--- src/rtl/usb_pkg.sv ---
// Shared USB definitions: PID codes and the transmit-arbiter state encoding.
package usb_pkg;

    localparam logic [3:0] PID_ACK   = 4'b0010;
    localparam logic [3:0] PID_NAK   = 4'b1010;
    localparam logic [3:0] PID_STALL = 4'b1110;
    localparam logic [3:0] PID_DATA0 = 4'b0011;
    localparam logic [3:0] PID_DATA1 = 4'b1011;

    typedef enum logic [1:0] {
        IDLE = 2'd0,
        BUSY = 2'd1,
        GAP  = 2'd2
    } tx_state_t;

endpackage

--- src/rtl/usb_rr_arbiter.sv ---
// Combinational round-robin picker: searches from pointer+1 upward, wrapping modulo N.
module usb_rr_arbiter
    import usb_pkg::*;
#(
    parameter int unsigned N = 4
) (
    input  logic [N-1:0]         req,
    input  logic [$clog2(N)-1:0] pointer,
    output logic [N-1:0]         winner_oh,
    output logic [$clog2(N)-1:0] winner_idx,
    output logic                 any
);
    localparam int unsigned IW = $clog2(N);

    logic [IW-1:0] cand;

    always_comb begin
        winner_oh  = '0;
        winner_idx = '0;
        any        = 1'b0;
        cand       = '0;
        for (int unsigned off = 1; off <= N; off++) begin
            cand = IW'((32'(pointer) + off) % N);
            if (!any && req[cand]) begin
                any             = 1'b1;
                winner_idx      = cand;
                winner_oh[cand] = 1'b1;
            end
        end
    end

endmodule

--- src/rtl/usb_fs_tx_arbiter.sv ---
// Shares the full-speed transmitter among NUM_REQ packet sources: round-robin grant,
// one-cycle pkt_start, byte-stream routing, timeout and inter-packet gap.
module usb_fs_tx_arbiter
    import usb_pkg::*;
#(
    parameter int unsigned NUM_REQ        = 4,
    parameter int unsigned IPG_CYCLES     = 8,
    parameter int unsigned TIMEOUT_CYCLES = 4096
) (
    input  logic                   clk,
    input  logic                   reset_n,
    input  logic [NUM_REQ-1:0]     req,
    input  logic [4*NUM_REQ-1:0]   req_pid,
    input  logic [NUM_REQ-1:0]     req_data_avail,
    input  logic [8*NUM_REQ-1:0]   req_data,
    output logic [NUM_REQ-1:0]     req_data_get,
    output logic [NUM_REQ-1:0]     grant,
    output logic [NUM_REQ-1:0]     done,
    output logic                   timeout_err,
    output logic                   pkt_start,
    output logic [3:0]             pid,
    output logic                   tx_data_avail,
    output logic [7:0]             tx_data,
    input  logic                   tx_data_get,
    input  logic                   pkt_end
);
    localparam int unsigned IW       = $clog2(NUM_REQ);
    localparam int unsigned TO_W     = $clog2(TIMEOUT_CYCLES + 1);
    localparam int unsigned GAP_W    = $clog2(IPG_CYCLES + 2);
    localparam int unsigned GAP_LOAD = (IPG_CYCLES > 0) ? IPG_CYCLES - 1 : 0;
    localparam logic [TO_W-1:0] TO_LAST = TO_W'(TIMEOUT_CYCLES - 1);

    tx_state_t          state;
    logic [IW-1:0]      rr_ptr;
    logic [TO_W-1:0]    to_cnt;
    logic [GAP_W-1:0]   gap_cnt;

    logic [NUM_REQ-1:0] arb_oh;
    logic [IW-1:0]      arb_idx;
    logic               arb_any;
    logic [3:0]         win_pid;

    usb_rr_arbiter #(.N(NUM_REQ)) u_rr (
        .req        (req),
        .pointer    (rr_ptr),
        .winner_oh  (arb_oh),
        .winner_idx (arb_idx),
        .any        (arb_any)
    );

    always_comb begin
        win_pid = '0;
        for (int unsigned i = 0; i < NUM_REQ; i++) begin
            if (arb_oh[i]) win_pid = req_pid[4*i +: 4];
        end
    end

    // rr_ptr holds the current winner for the whole packet, so it doubles as the mux select
    always_comb begin
        tx_data       = '0;
        tx_data_avail = 1'b0;
        req_data_get  = '0;
        for (int unsigned i = 0; i < NUM_REQ; i++) begin
            if (IW'(i) == rr_ptr) begin
                tx_data = req_data[8*i +: 8];
                if (state == BUSY) begin
                    tx_data_avail   = req_data_avail[i];
                    req_data_get[i] = tx_data_get;
                end
            end
        end
    end

    always_ff @(posedge clk or negedge reset_n) begin
        if (!reset_n) begin
            state       <= IDLE;
            rr_ptr      <= IW'(NUM_REQ - 1);
            to_cnt      <= '0;
            gap_cnt     <= '0;
            grant       <= '0;
            done        <= '0;
            timeout_err <= 1'b0;
            pkt_start   <= 1'b0;
            pid         <= '0;
        end else begin
            pkt_start   <= 1'b0;
            done        <= '0;
            timeout_err <= 1'b0;
            case (state)
                IDLE: begin
                    if (arb_any) begin
                        state     <= BUSY;
                        grant     <= arb_oh;
                        pid       <= win_pid;
                        pkt_start <= 1'b1;
                        rr_ptr    <= arb_idx;
                        to_cnt    <= '0;
                    end
                end
                BUSY: begin
                    // pkt_end takes priority over a timeout landing on the same cycle
                    if (pkt_end || to_cnt == TO_LAST) begin
                        grant <= '0;
                        if (pkt_end) done <= grant;
                        else         timeout_err <= 1'b1;
                        if (IPG_CYCLES == 0) begin
                            state <= IDLE;
                        end else begin
                            state   <= GAP;
                            gap_cnt <= GAP_W'(GAP_LOAD);
                        end
                    end else begin
                        to_cnt <= to_cnt + 1'b1;
                    end
                end
                GAP: begin
                    if (gap_cnt == '0) state <= IDLE;
                    else               gap_cnt <= gap_cnt - 1'b1;
                end
                default: state <= IDLE;
            endcase
        end
    end

endmodule

--- config.mk ---
export PLATFORM = sky130hd
export DESIGN_NAME = usb_fs_tx_arbiter
export DESIGN_NICKNAME = d
export VERILOG_FILES = /design/src/rtl/usb_pkg.sv /design/src/rtl/usb_rr_arbiter.sv /design/src/rtl/usb_fs_tx_arbiter.sv
export SDC_FILE = /design/constraint.sdc
export NUM_CORES = 1
export LEC_CHECK = 0
export ABC_AREA = 0
export CELL_PAD_IN_SITES_DETAIL_PLACEMENT = 1
export CELL_PAD_IN_SITES_GLOBAL_PLACEMENT = 1
export CORE_ASPECT_RATIO = 1.1
export CORE_MARGIN = 3
export CORE_UTILIZATION = 30
export CTS_CLUSTER_DIAMETER = 80
export DETAILED_ROUTE_END_ITERATION = 16
export PLACE_DENSITY_LB_ADDON = 0.1
export SLEW_MARGIN = 20
export SYNTH_ARGS = -nofsm -noshare
export SYNTH_HDL_FRONTEND = slang
export SYNTH_SLANG_ARGS = --single-unit
--- constraint.sdc ---
create_clock -name clk -period 3.4 [get_ports clk]
set_input_delay 0.34 -clock clk [delete_from_list [all_inputs] [get_ports clk]]
set_output_delay 0.34 -clock clk [all_outputs]
set_load 0.02 [all_outputs]
Word-level counts from Yosys, hierarchy flattened. Index checks and enable logic that the tools add are counted. W data, S select, Z words.

Bits in registers: 35. Input bits: 60. Logic and storage cells: 128.

Add/sub/neg operators: 6. Order comparisons: 8. Equality and inequality tests: 11. Muxes and demuxes: 70. Bitwise gates (word level): 3. Reduce and logical (&&, ||, !) cells: 21.

Operators with widths (number): $mux W4 (15); $mux W8 (4); $mux W1 (30); $mux W13 (2); $pmux W13 S2 (1); $pmux W4 S2 (2); $mux W2 (7); $add A13 B1 Y13 const B (1); $eq A13 B12 Y1 const B (1); $lt A2 B3 Y1 const B (4); $or A4 B4 Y4 (3); $reduce_and A3 Y1 (4); $bmux W1 S2 (4); $demux W1 S2 (4); $ge A2 B1 Y1 const B (4); $ne A2 B2 Y1 const B (4); $logic_and A1 B1 Y1 (7); $pmux W2 S3 (1); $add A2 B1 Y2 const B (2); $add A2 B2 Y2 const B (2); $eq A2 B2 Y1 const A (2); $logic_not A2 Y1 (2); $logic_not A4 Y1 (1); $reduce_bool A2 Y1 (2); 8 further kinds (10).

Logic depth before layout (Yosys ltp).
Depth after elaboration: 17. Mapped depth: 12.

Modules after synthesis. A second synthesis with hierarchy kept.

Cells, all modules: 256. Area total of the unflattened synthesis: 2499.9 µm².

Modules (own cells, without submodules): usb_fs_tx_arbiter (instances 1, cells an instance 188, area each 1974.4 µm², sequential area each 878.3 µm²); usb_rr_arbiter (instances 1, cells an instance 68, area each 525.5 µm², sequential area each 0.0 µm²).

Least setup slack after synthesis. No wires, ideal clock.

Kind: register to register. Start: register rr_ptr[0]. End: register pid[2]. Arrival time: 3.066 ns. Data required time: 3.269 ns. Setup slack: 0.203 ns. Cell stages (with the launch flop): 13. Path buffers: 4. Period minus slack after synthesis: 3.197 ns. Path through: dfstp_2 > buf_6 > clkbuf_1 > inv_1 > ha_1 > clkbuf_1 > mux4_2 > buf_6 > a221oi_4 > o21ai_0 > a22o_1 > a221oi_1 > o31ai_1.

Word-level cells in the longest chain between the ends: 17.

RTL lines: start: declaration (RTL line usb_fs_tx_arbiter.sv:34) `logic [IW-1:0] rr_ptr;`; start signal: assignment (RTL line usb_fs_tx_arbiter.sv:77) `rr_ptr <= IW'(NUM_REQ - 1);`; start signal: assignment (RTL line usb_fs_tx_arbiter.sv:96) `rr_ptr <= arb_idx;`; parallel branches: the longest is 17 deep, another holds $lt A2 B3 Y1; end signal: assignment (RTL line usb_fs_tx_arbiter.sv:94) `pid <= win_pid;`; end: declaration (RTL line usb_fs_tx_arbiter.sv:21) `output logic [3:0] pid,`.

Parallel ways; which one is timed is not known. The select of a mux whose other input is x is not followed. A chain may end at the register's enable or synchronous reset.

Worst setup path in the final report.
Start: register rr_ptr[0]. End: output port tx_data[0].

Word-level cells in the longest chain between the ends: 5.

RTL lines: $logic_not A2 Y1 (RTL line usb_fs_tx_arbiter.sv:64) `if (IW'(i) == rr_ptr) begin`; $mux W8 (3 in a row) (RTL line usb_fs_tx_arbiter.sv:64); $mux W8 (*) (RTL line usb_fs_tx_arbiter.sv:64); end: declaration (RTL line usb_fs_tx_arbiter.sv:23) `output logic [7:0] tx_data,`.

Every way passes the cells marked *; elsewhere a longest branch is shown, timed or not.

==> reports/metrics.csv <==
metric;value;unit
final worst path period share;0.944;
Synth Area in Simple Gates;0.234;
M3 GR Usage;0.0336;
ANT cells;0;
WL final;8170;um
sequential area share after synthesis;0.342;
Max IR drop VDD;0.317;mV
PwrDens;812;nW/um^2
filler instances;991;
DRT antenna net count;0;
WP data required;3.06;ns
row count;34;
Critical Path Start Type;flop;
mux contribution to synthesized area;0.0526;
Worst-Margin Slew;0.768;ns
Synth Area in XOR/XNOR;0.0443;
Post-Synth Adder-Cell Area;0.0487;
CP Capture Type;output pin;
PnR worst setup slack;0.189;ns
Leak;0.00153;uW
reg2reg setup slack;0.31;ns
area occupied by multi-input gates;1550;sq um
Core Area;8130;sq um
fmax;311;MHz
vias in the first global route;2662;
Finish-stage setup viols;0;
flops & latches, synth;35;
busiest grt layer;met2;
DRC;0;
Die X-Extent;94.3;um
commonest non-fill, non-tap cell in the layout;clkdlybuf4s50_1;
max-capacitance violation count;0;
GRT Total Usage;0.171;
Post-Route Setup TNS;0;ns
Synth async-reset ratio;1.00;
Starting Density;0.316;
initial antenna violation count;1;
remaining global-route overflow;0;
Die Span Y;103;um
Sequential Area;878;sq um
Hold/Removal Path Class;input port to asynchronous set/reset pin;
R2R cell count;8;
WL/cell;16.6;um
vias;2536;
Synth cell types;56;
largest family of logic cells by synthesized area;simple AND/OR/NAND/NOR gates;
RD Place Congestion;0.794;
Initial DRC Count;63;
first-pass GRT wire length;13200;um
worst rel slew slack;0.488;
Slew Viols, Final;0;
dpl hpwl;6570;um
ratio of cells with drive above 1 in the final layout;0.0888;
final non-filler cell total;491;
CP Class;flop to output pin;
vias per inst;5.16;
final core utilization;0.448;
synthesized area;2570;sq um
met1 Use GR;0.211;
Mapped Cells;300;
YS warnings;0;
post-synthesis compound-gate area fraction;0.223;
Ports;87;
CTS tree;yes;
DR pass1 iterations;4;
syn avg cell area;8.57;sq um
Fin. Hold Viols;0;
RSZ-0062 raised after global routing;false;
Final Skew;0.00785;ns
cts bufs inserted;5;
clk sink count;35;
status;finished clean;
met2 Usage GRT;0.309;
Synth Net Count;370;
CP Max Fanout;15;
die footprint;9710;sq um
WP data arrival;2.87;ns
Inst Count DP;483;
area delta synth->final;41.7;%
worst skew pair latency;0.29;ns
clock buffer depth;2;
Synth Flop Type;dfrtp_1;
largest net degree at the start of global routing;36;
Setup Slack @ Placement;0.362;ns
Post-layout nets;452;
H-tree depth;2;
EDFF count, synth;0;
clock root cell;clkbuf_8;
Reg clk slew, reported paths;0.08;ns
IO buf count;86;
commonest cells after routing, fill and taps aside;86 x clkdlybuf4s50_1, 41 x nor2_1, 33 x nand2_1, 33 x dfrtp_1, 22 x a21oi_1;
Final min period;3.21;ns
## worst paths after layout
kind / start / to
min in group clk: gap_cnt[0]$_DFFE_PN0P_ / gap_cnt[0]$_DFFE_PN0P_
max reg2reg: rr_ptr[1]$_DFFE_PN1P_ / pid[2]$_DFFE_PN0P_
min: reset_n / to_cnt[8]$_DFFE_PN0P_
max in group asynchronous: reset_n / rr_ptr[1]$_DFFE_PN1P_
max: rr_ptr[0]$_DFFE_PN1P_ / tx_data[0]
min reg2reg: gap_cnt[0]$_DFFE_PN0P_ / gap_cnt[0]$_DFFE_PN0P_
## worst max-delay path, cell delays in order, from the launching register on
cell and delay (ns):
dfstp_2 0.70, inv_1 0.17, ha_1 0.44, buf_4 0.27
nor2_1 0.12, a21oi_1 0.05, o21ai_0 0.18, clkdlybuf4s50_1 0.65
## layout make-up
class,count,area share
sequential,35,0.241
inverter,11,0.0113
multi-input combinational,235,0.426
clock inverter,3,0.0120
tap,108,0.0371
timing repair buffer,94,0.253
clock buffer,5,0.0189
## sequential cells by signal, indices dropped and copies added (netlist names), 2 cells and up
| name | count |
|---|---|
| to_cnt | 13 |
| done | 4 |
| gap_cnt | 4 |
| grant | 4 |
| pid | 4 |
| rr_ptr | 2 |
| state | 2 |
## Yosys cell counts (5+ instances only)
cell / count / share of area
buf_2: 5 / 0.0097
a21oi_1: 22 / 0.043
and3_1: 10 / 0.024
o21ai_0: 17 / 0.033
clkbuf_1: 11 / 0.016
xor2_1: 11 / 0.037
nor3_1: 9 / 0.018
ha_1: 10 / 0.049
nor2_1: 41 / 0.060
nand2_1: 33 / 0.048
dfrtp_1: 33 / 0.32
nand3_1: 5 / 0.0097
inv_1: 11 / 0.016
a221oi_1: 6 / 0.020
## timing repair
| item | CTS | global route |
|---|---|---|
| endpoints found under the setup margin | 0 | 7 |
| hold buffers | 0 | 0 |
| buffers inserted | 0 | 0 |
| gates resized for setup | 0 | 1 |
## power by group
part           internal (uW)  switching (uW)  total (uW)
Sequential               527             118         646
Clock                    218             160         378
Combinational            843            1090        1930
Total                   1590            1370        2960
## layer usage
metal / wire length (um) / vias up
li1: - / 1239
met1: 3480 / 1227
met2: 4230 / 61
met3: 399 / 7
met4: 63 / 2
met5: 8 / -
## stage by stage
stage	instance area (sq um)	hold WS (ns)	total power (uW)
4_1_cts	3640	0.476	3000
3_5_place_dp	3530	0.506	2600
3_3_place_gp	3530	0.490	2570
5_1_grt	3640	0.492	3210
6_report	3640	0.460	2960
2_1_floorplan	2570	0.0444	1930
## kinds of logic (layout without fill, tap and decap cells)
kind of cell               count (synthesis)  in the layout
DFF                                       35             35
AOI/OAI and AO/OA                         78             78
and+or+nand+nor                          125            125
adders and majority gates                 10             10
xor gates and xnor gates                  13             13
muxes                                      9              9
buffers and inverters                     30            113
Power figures use the tool's default switching activity.
